===== config.mk =====
export PLATFORM = sky130hd
export DESIGN_NAME = fromrec_fn_pipe
export DESIGN_NICKNAME = d
export VERILOG_FILES = /design/src/rtl/fpu_rec_pkg.sv /design/src/rtl/fp_round_inc.sv /design/src/rtl/fromrec_fn_pipe.sv
export SDC_FILE = /design/constraint.sdc
export NUM_CORES = 1
export LEC_CHECK = 0
export ABC_AREA = 1
export ABC_CLOCK_PERIOD_IN_PS = 4800
export CORE_ASPECT_RATIO = 0.5
export CORE_MARGIN = 10
export CORE_UTILIZATION = 54
export CTS_CLUSTER_DIAMETER = 120
export DETAILED_ROUTE_END_ITERATION = 8
export PLACE_DENSITY_LB_ADDON = 0.12
export RECOVER_POWER = 25
export SYNTH_ARGS = -nofsm -noshare
export SYNTH_HDL_FRONTEND = slang
export SYNTH_SLANG_ARGS = --single-unit

===== constraint.sdc =====
create_clock -name clk -period 4.8 [get_ports clk]
set_clock_uncertainty 0.15 [all_clocks]
set_input_delay 0.96 -clock clk [delete_from_list [all_inputs] [get_ports clk]]
set_output_delay 0.96 -clock clk [all_outputs]
set_load 0.1 [all_outputs]

===== src/rtl/fpu_rec_pkg.sv =====
// Shared constants for the recoded floating-point units: rounding modes,
// flag positions, recoded exponent offset and the canonical quiet NaN.
package fpu_rec_pkg;

    localparam int FP_BITS     = 32;
    localparam int EXP_BITS    = 8;
    localparam int FRA_BITS    = 23;
    localparam int SIG_BITS    = 32;
    localparam int RECEXP_BITS = 9;

    localparam logic [RECEXP_BITS-1:0] EXP_OFFSET = 9'h101;

    localparam logic [2:0] RM_RNE = 3'd0;
    localparam logic [2:0] RM_RTZ = 3'd1;
    localparam logic [2:0] RM_RDN = 3'd2;
    localparam logic [2:0] RM_RUP = 3'd3;
    localparam logic [2:0] RM_RMM = 3'd4;

    // Bit positions inside the {NV,OF,UF,NX} flag vector.
    localparam int FLAG_NV = 3;
    localparam int FLAG_OF = 2;
    localparam int FLAG_UF = 1;
    localparam int FLAG_NX = 0;

    localparam logic [FP_BITS-1:0] CANON_NAN      = 32'h7FC0_0000;
    localparam logic [FP_BITS-2:0] MAX_FINITE_MAG = 31'h7F7F_FFFF;

    // Shifting a 32-bit sig right by 26 already pushes the hidden bit below
    // the guard position, so larger denormalising shifts change nothing.
    localparam int SH_CLAMP = 26;

    // Everything stage 2 needs to finish one beat.
    typedef struct packed {
        logic                special;
        logic [FP_BITS-1:0]  spec_fp;
        logic [3:0]          spec_flags;
        logic                sign;
        logic [EXP_BITS-1:0] pexp;
        logic [FRA_BITS-1:0] frac;
        logic                inc;
        logic                nx;
        logic                tiny;
        logic [2:0]          rm;
    } s1_t;

endpackage


===== src/rtl/fp_round_inc.sv =====
// Round-increment decision from sign, result lsb, guard and sticky bits.
// Undefined rounding-mode encodings fall back to round-to-nearest-even.
module fp_round_inc
    import fpu_rec_pkg::*;
(
    input  logic [2:0] rm,
    input  logic       sign,
    input  logic       lsb,
    input  logic       guard,
    input  logic       sticky,
    output logic       inc
);

    always_comb begin
        inc = 1'b0;
        case (rm)
            RM_RNE:  inc = guard & (sticky | lsb);
            RM_RTZ:  inc = 1'b0;
            RM_RDN:  inc = sign & (guard | sticky);
            RM_RUP:  inc = ~sign & (guard | sticky);
            RM_RMM:  inc = guard;
            default: inc = guard & (sticky | lsb);
        endcase
    end

endmodule


===== src/rtl/fromrec_fn_pipe.sv =====
// Two-stage recoded-to-IEEE-754 single converter with valid/ready backpressure.
// Define FROMREC_CANON_NAN_EN to emit the canonical quiet NaN for every NaN input.
module fromrec_fn_pipe
    import fpu_rec_pkg::*;
(
    input  logic                   clk,
    input  logic                   rst,
    input  logic                   in_valid,
    output logic                   in_ready,
    input  logic                   in_sign,
    input  logic [RECEXP_BITS-1:0] in_exp,
    input  logic [SIG_BITS-1:0]    in_sig,
    input  logic                   in_is_nan,
    input  logic                   in_is_inf,
    input  logic                   in_is_zero,
    input  logic [2:0]             in_rm,
    output logic                   out_valid,
    input  logic                   out_ready,
    output logic [FP_BITS-1:0]     out_fp,
    output logic [3:0]             out_flags
);

    logic               s1_valid_reg;
    logic               s2_valid_reg;
    s1_t                s1_reg;
    s1_t                s1_next;
    logic [FP_BITS-1:0] out_fp_reg;
    logic [FP_BITS-1:0] fp_next;
    logic [3:0]         out_flags_reg;
    logic [3:0]         flags_next;

    logic s2_load;
    logic s1_load;

    assign s2_load  = !s2_valid_reg || out_ready;
    assign s1_load  = !s1_valid_reg || s2_load;
    assign in_ready = s1_load;

    assign out_valid = s2_valid_reg;
    assign out_fp    = out_fp_reg;
    assign out_flags = out_flags_reg;

    // ---------------- stage 1: denormalise and decide the round increment
    logic signed [9:0]   e_val;
    logic                tiny;
    logic [9:0]          sh_full;
    logic [4:0]          sh;
    logic [63:0]         sig_wide;
    logic                lost;
    logic [FRA_BITS-1:0] frac;
    logic                lsb;
    logic                guard;
    logic                sticky;
    logic                inc;
    logic [FP_BITS-1:0]  nan_fp;
    logic                unused_bits;

    assign e_val   = $signed({1'b0, in_exp}) - $signed({1'b0, EXP_OFFSET});
    assign tiny    = (e_val < 10'sd1);
    assign sh_full = 10'd1 - e_val;
    assign sh      = (sh_full > 10'(SH_CLAMP)) ? 5'(SH_CLAMP) : sh_full[4:0];

    // The low half of the wide shift catches every bit shifted past the sig.
    assign sig_wide = {in_sig, 32'h0} >> sh;
    assign lost     = |sig_wide[31:0];

    always_comb begin
        if (tiny) begin
            frac   = sig_wide[62:40];
            guard  = sig_wide[39];
            sticky = (|sig_wide[38:32]) | lost;
        end else begin
            frac   = in_sig[30:8];
            guard  = in_sig[7];
            sticky = |in_sig[6:0];
        end
    end

    assign lsb = frac[0];

    fp_round_inc u_round_inc (
        .rm     (in_rm),
        .sign   (in_sign),
        .lsb    (lsb),
        .guard  (guard),
        .sticky (sticky),
        .inc    (inc)
    );

`ifdef FROMREC_CANON_NAN_EN
    assign nan_fp = CANON_NAN;
`else
    // Keep the payload, force the quiet bit (CANON_NAN[30:22] is 8'hFF then 1).
    assign nan_fp = {in_sign, CANON_NAN[30:22], in_sig[29:8]};
`endif

    // The hidden bit is assumed set and the wide shift's top bit is always 0.
    assign unused_bits = ^{in_sig[31], sig_wide[63]};

    always_comb begin
        s1_next      = '0;
        s1_next.sign = in_sign;
        s1_next.pexp = tiny ? '0 : e_val[EXP_BITS-1:0];
        s1_next.frac = frac;
        s1_next.inc  = inc;
        s1_next.nx   = guard | sticky;
        s1_next.tiny = tiny;
        s1_next.rm   = in_rm;
        if (in_is_nan) begin
            s1_next.special             = 1'b1;
            s1_next.spec_fp             = nan_fp;
            s1_next.spec_flags[FLAG_NV] = ~in_sig[30];
        end else if (in_is_inf) begin
            s1_next.special = 1'b1;
            s1_next.spec_fp = {in_sign, 8'hFF, 23'h0};
        end else if (in_is_zero) begin
            s1_next.special = 1'b1;
            s1_next.spec_fp = {in_sign, 31'h0};
        end
    end

    // ---------------- stage 2: apply the increment, detect overflow
    logic [FP_BITS-1:0] word;
    logic               ovf;
    logic               give_max;

    // A carry out of the fraction bumps the exponent: subnormal to min-normal,
    // max-finite to infinity.
    assign word = {s1_reg.sign, s1_reg.pexp, s1_reg.frac} + FP_BITS'(s1_reg.inc);
    assign ovf  = (word[30:23] == 8'hFF);

    assign give_max = (s1_reg.rm == RM_RTZ)
                   || ((s1_reg.rm == RM_RDN) && !s1_reg.sign)
                   || ((s1_reg.rm == RM_RUP) &&  s1_reg.sign);

    always_comb begin
        fp_next    = word;
        flags_next = '0;
        if (s1_reg.special) begin
            fp_next    = s1_reg.spec_fp;
            flags_next = s1_reg.spec_flags;
        end else begin
            flags_next[FLAG_OF] = ovf;
            flags_next[FLAG_NX] = s1_reg.nx | ovf;
            flags_next[FLAG_UF] = s1_reg.tiny & s1_reg.nx;
            if (ovf) begin
                fp_next = give_max ? {s1_reg.sign, MAX_FINITE_MAG}
                                   : {s1_reg.sign, 8'hFF, 23'h0};
            end
        end
    end

    // ---------------- pipeline registers
    always_ff @(posedge clk or posedge rst) begin
        if (rst) begin
            s1_valid_reg  <= 1'b0;
            s2_valid_reg  <= 1'b0;
            s1_reg        <= '0;
            out_fp_reg    <= '0;
            out_flags_reg <= '0;
        end else begin
            if (s1_load) begin
                s1_valid_reg <= in_valid;
                if (in_valid) begin
                    s1_reg <= s1_next;
                end
            end
            if (s2_load) begin
                s2_valid_reg <= s1_valid_reg;
                if (s1_valid_reg) begin
                    out_fp_reg    <= fp_next;
                    out_flags_reg <= flags_next;
                end
            end
        end
    end

endmodule


==> impl_metrics.json <==
{
  "layout_commonest_cell": "nand2_1",
  "dp_hpwl_um": 20400,
  "grt_pass1_wl_um": 41800,
  "die-area_um2": 19600,
  "pin_count": 90,
  "multiInputGateArea_um2": 4440,
  "io_buffers": 89,
  "max_slew_margin_pct": -79.3,
  "reg2reg_to": "out_fp[16]",
  "tritoncts": "built",
  "cts.sinks": 103,
  "ys_seq_area_share_pct": 33.7,
  "worst-path-buf-inv": 6,
  "postCtsHoldBufs": 0,
  "drt-initial-drc-count": 1144,
  "cp-endpoint": "s1_reg[5]",
  "root_buffer": "clkbuf_16",
  "routed_wl_um": 27100,
  "htree_num_levels": 3,
  "synth-async-reset-ratio_pct": 100,
  "worstPathArrival_ns": 4.55,
  "syn_area_um2": 7640,
  "first_pass_iters": 9,
  "core-area_um2": 13700,
  "start_kind": "input pin",
  "first_global_vias": 7747,
  "worstPathRequired_ns": 4.93,
  "final_cells": 1473,
  "max-cap-violations": 1,
  "drc": 3,
  "grt_max_degree": 84,
  "criticalPathCategory": "in -> reg",
  "vias_per_cell": 5.90,
  "num-nets-final": 1335,
  "crit_cells": 31,
  "p_per_area_nw_per_um2": 375,
  "hp-class": "reg -> reg",
  "fin_crit_sh_pct": 92.1,
  "cts.path.max_buffers": 2,
  "initial_core_util_pct": 55.8,
  "crit_top_cell": "nand2_1",
  "synth_top_cell_by_area": "dfrtp_1",
  "cp-end-kind": "flip-flop",
  "ir_drop_v": 0.000202,
  "ys_ff_latch": 103,
  "wire_per_inst_um": 18.4,
  "rsz0062_at_grt": "false",
  "clk_pin_slew_ns": 0.07,
  "drive_gt1_share_pct": 14.4,
  "synth_top_area_share_pct": 33.7,
  "num_vias": 8689,
  "syn_area_per_cell_um2": 6.68,
  "synthCells": 1145,
  "antenna_found_initial": 1,
  "synth_fa_ha_area_share_pct": 0.982,
  "layout_common_cells": "nand2_1 (363), nand3_1 (175), dfrtp_1 (103)",
  "yosysWarningCount": 0,
  "ys.flop_type": "dfrtp_1",
  "ff_latch_area_um2": 2580,
  "fmaxAchievable_ghz": 0.226,
  "synth-edff-count": 0,
  "fillers": 1073,
  "violations": "DRC, capacitance limit, slew limit",
  "cts_made_buffers": 9,
  "insertedDiodeCount": 0,
  "status": "complete, but fails checks",
  "fp.dieH_um": 104,
  "antenna_left": 0,
  "core.rowCount": 30,
  "report.final.slew_viol_count": 64,
  "area_growth_pct": 27.3,
  "muxShareOfSynthArea_pct": 0,
  "worstMarginPinSlew_ns": 2.67,
  "setup_viol": 0,
  "synthSimpleGateAreaFrac_pct": 43.1,
  "synth-xor-area-share_pct": 2.85,
  "place.gp.congestion": 1.01,
  "synthTopCellsByArea": "dfrtp_1 (34%), nand2_1 (18%), nand3_1 (12%)",
  "grt.total_usage_pct": 25.8,
  "timing.rr.start": "s1_reg[5]",
  "path_max_fanout": 6,
  "worst_slack_ns": 0.380,
  "worstRegToRegCells": 20,
  "worst_path_dominant_cell_family": "simple AND/OR/NAND/NOR gates",
  "crit_path_top_delay_cell": "clkdlybuf4s50_1",
  "pre_cts_ws_ns": -0.173,
  "dp.cells": 1449,
  "yosys.cell_types.count": 48,
  "leakage_nw": 4.73,
  "overflow": 0,
  "rrSetupSlack_ns": 0.60,
  "syn_nets": 1203,
  "slowest_delay_ns": 0.47,
  "clk-insertion-delay-late_ns": 0.35,
  "die_x_um": 188,
  "synth_compound_area_share_pct": 9.97,
  "hold_violations": 0,
  "period_minus_slack_ns": 4.42,
  "crit_path_start": "in_exp[4]",
  "largest_reg_flops": 65,
  "synth_top_family_by_area": "simple AND/OR/NAND/NOR gates"
}
-- cell families (layout without fill, tap and decap cells) --
logic type               after synthesis  in the layout
AO/OA/AOI/OAI                        131            131
XOR/XNOR                              24             24
flip-flops                           103            103
AND/OR/NAND/NOR                      712            712
buffers and inverters                169            305
adder cells (fa/ha/maj)                6              6
-- cell usage after synthesis, types with 15 or more instances --
cell type and instances:
nand3_1 181, nor2_1 62, nand4_1 39, nand2_1 369, clkbuf_1 32, o22ai_1 25
inv_1 97, xor2_1 18, buf_2 15, a21oi_1 35, dfrtp_1 103, a31oi_1 17
o21ai_0 28
-- power breakdown --
group | switching [mW] | internal, mW
combinational | 1.31 | 0.466
clock | 0.335 | 0.357
sequential | 0.133 | 1.04
total | 1.78 | 1.87
-- metal layers --
layer	vias to the layer above	share of wire (%)	global-route usage [%]
li1	4076	-	-
met1	4050	46	39.1
met2	511	41	35.8
met3	52	12	6.49
met4	0	1.2	4.77
met5	-	0	0
-- worst min-delay path by stage --
stage                             to  startpoint  cells past startpoint
after floorplan           s1_reg[72]  s1_reg[72]                      2
after global placement     out_fp[5]   out_fp[5]                      2
after detailed placement  out_fp[11]  out_fp[11]                      2
after CTS                 out_fp[13]  out_fp[13]                      2
after global routing      out_fp[12]  out_fp[12]                      2
final                     out_fp[13]  out_fp[13]                      2
-- timing repair --
action,CTS,global route
setup endpoints to repair,0,2
gates resized for setup,0,36
setup buffers,0,4
-- worst register-to-register path: cells and delay by family (launching register included) --
family | cells | cell delay, ns
and+or+nand+nor | 17 | 3.04
DFF | 1 | 0.39
adders and majority gates | 2 | 0.37
xor gates and xnor gates | 1 | 0.18
-- area by class of cell --
cell class | instances | area share [%]
multi-input cells | 873 | 45.7
flip-flops and latches | 103 | 26.5
repair buffers | 182 | 18.2
inverters | 108 | 4.35
well taps | 192 | 2.47
clock buffers | 9 | 2.31
clock inverters | 6 | 0.553
-- metrics by stage --
| step | util (%) | setup TNS [ns] | hold slack [ns] | total power, mW | cell area, µm² |
|---|---|---|---|---|---|
| after CTS | 69.0 | 0 | 0.338 | 3.61 | 9450 |
| after floorplan | - | 0 | 0.304 | 2.41 | 7640 |
| after global placement | 66.9 | -0.174 | 0.312 | 2.88 | 9170 |
| final | 71.0 | 0 | 0.334 | 3.65 | 9730 |
| after global routing | 71.0 | 0 | 0.354 | 3.79 | 9730 |
| after detailed placement | 66.9 | -0.286 | 0.321 | 2.92 | 9170 |
Note: power is estimated with default switching activity, not from simulation.
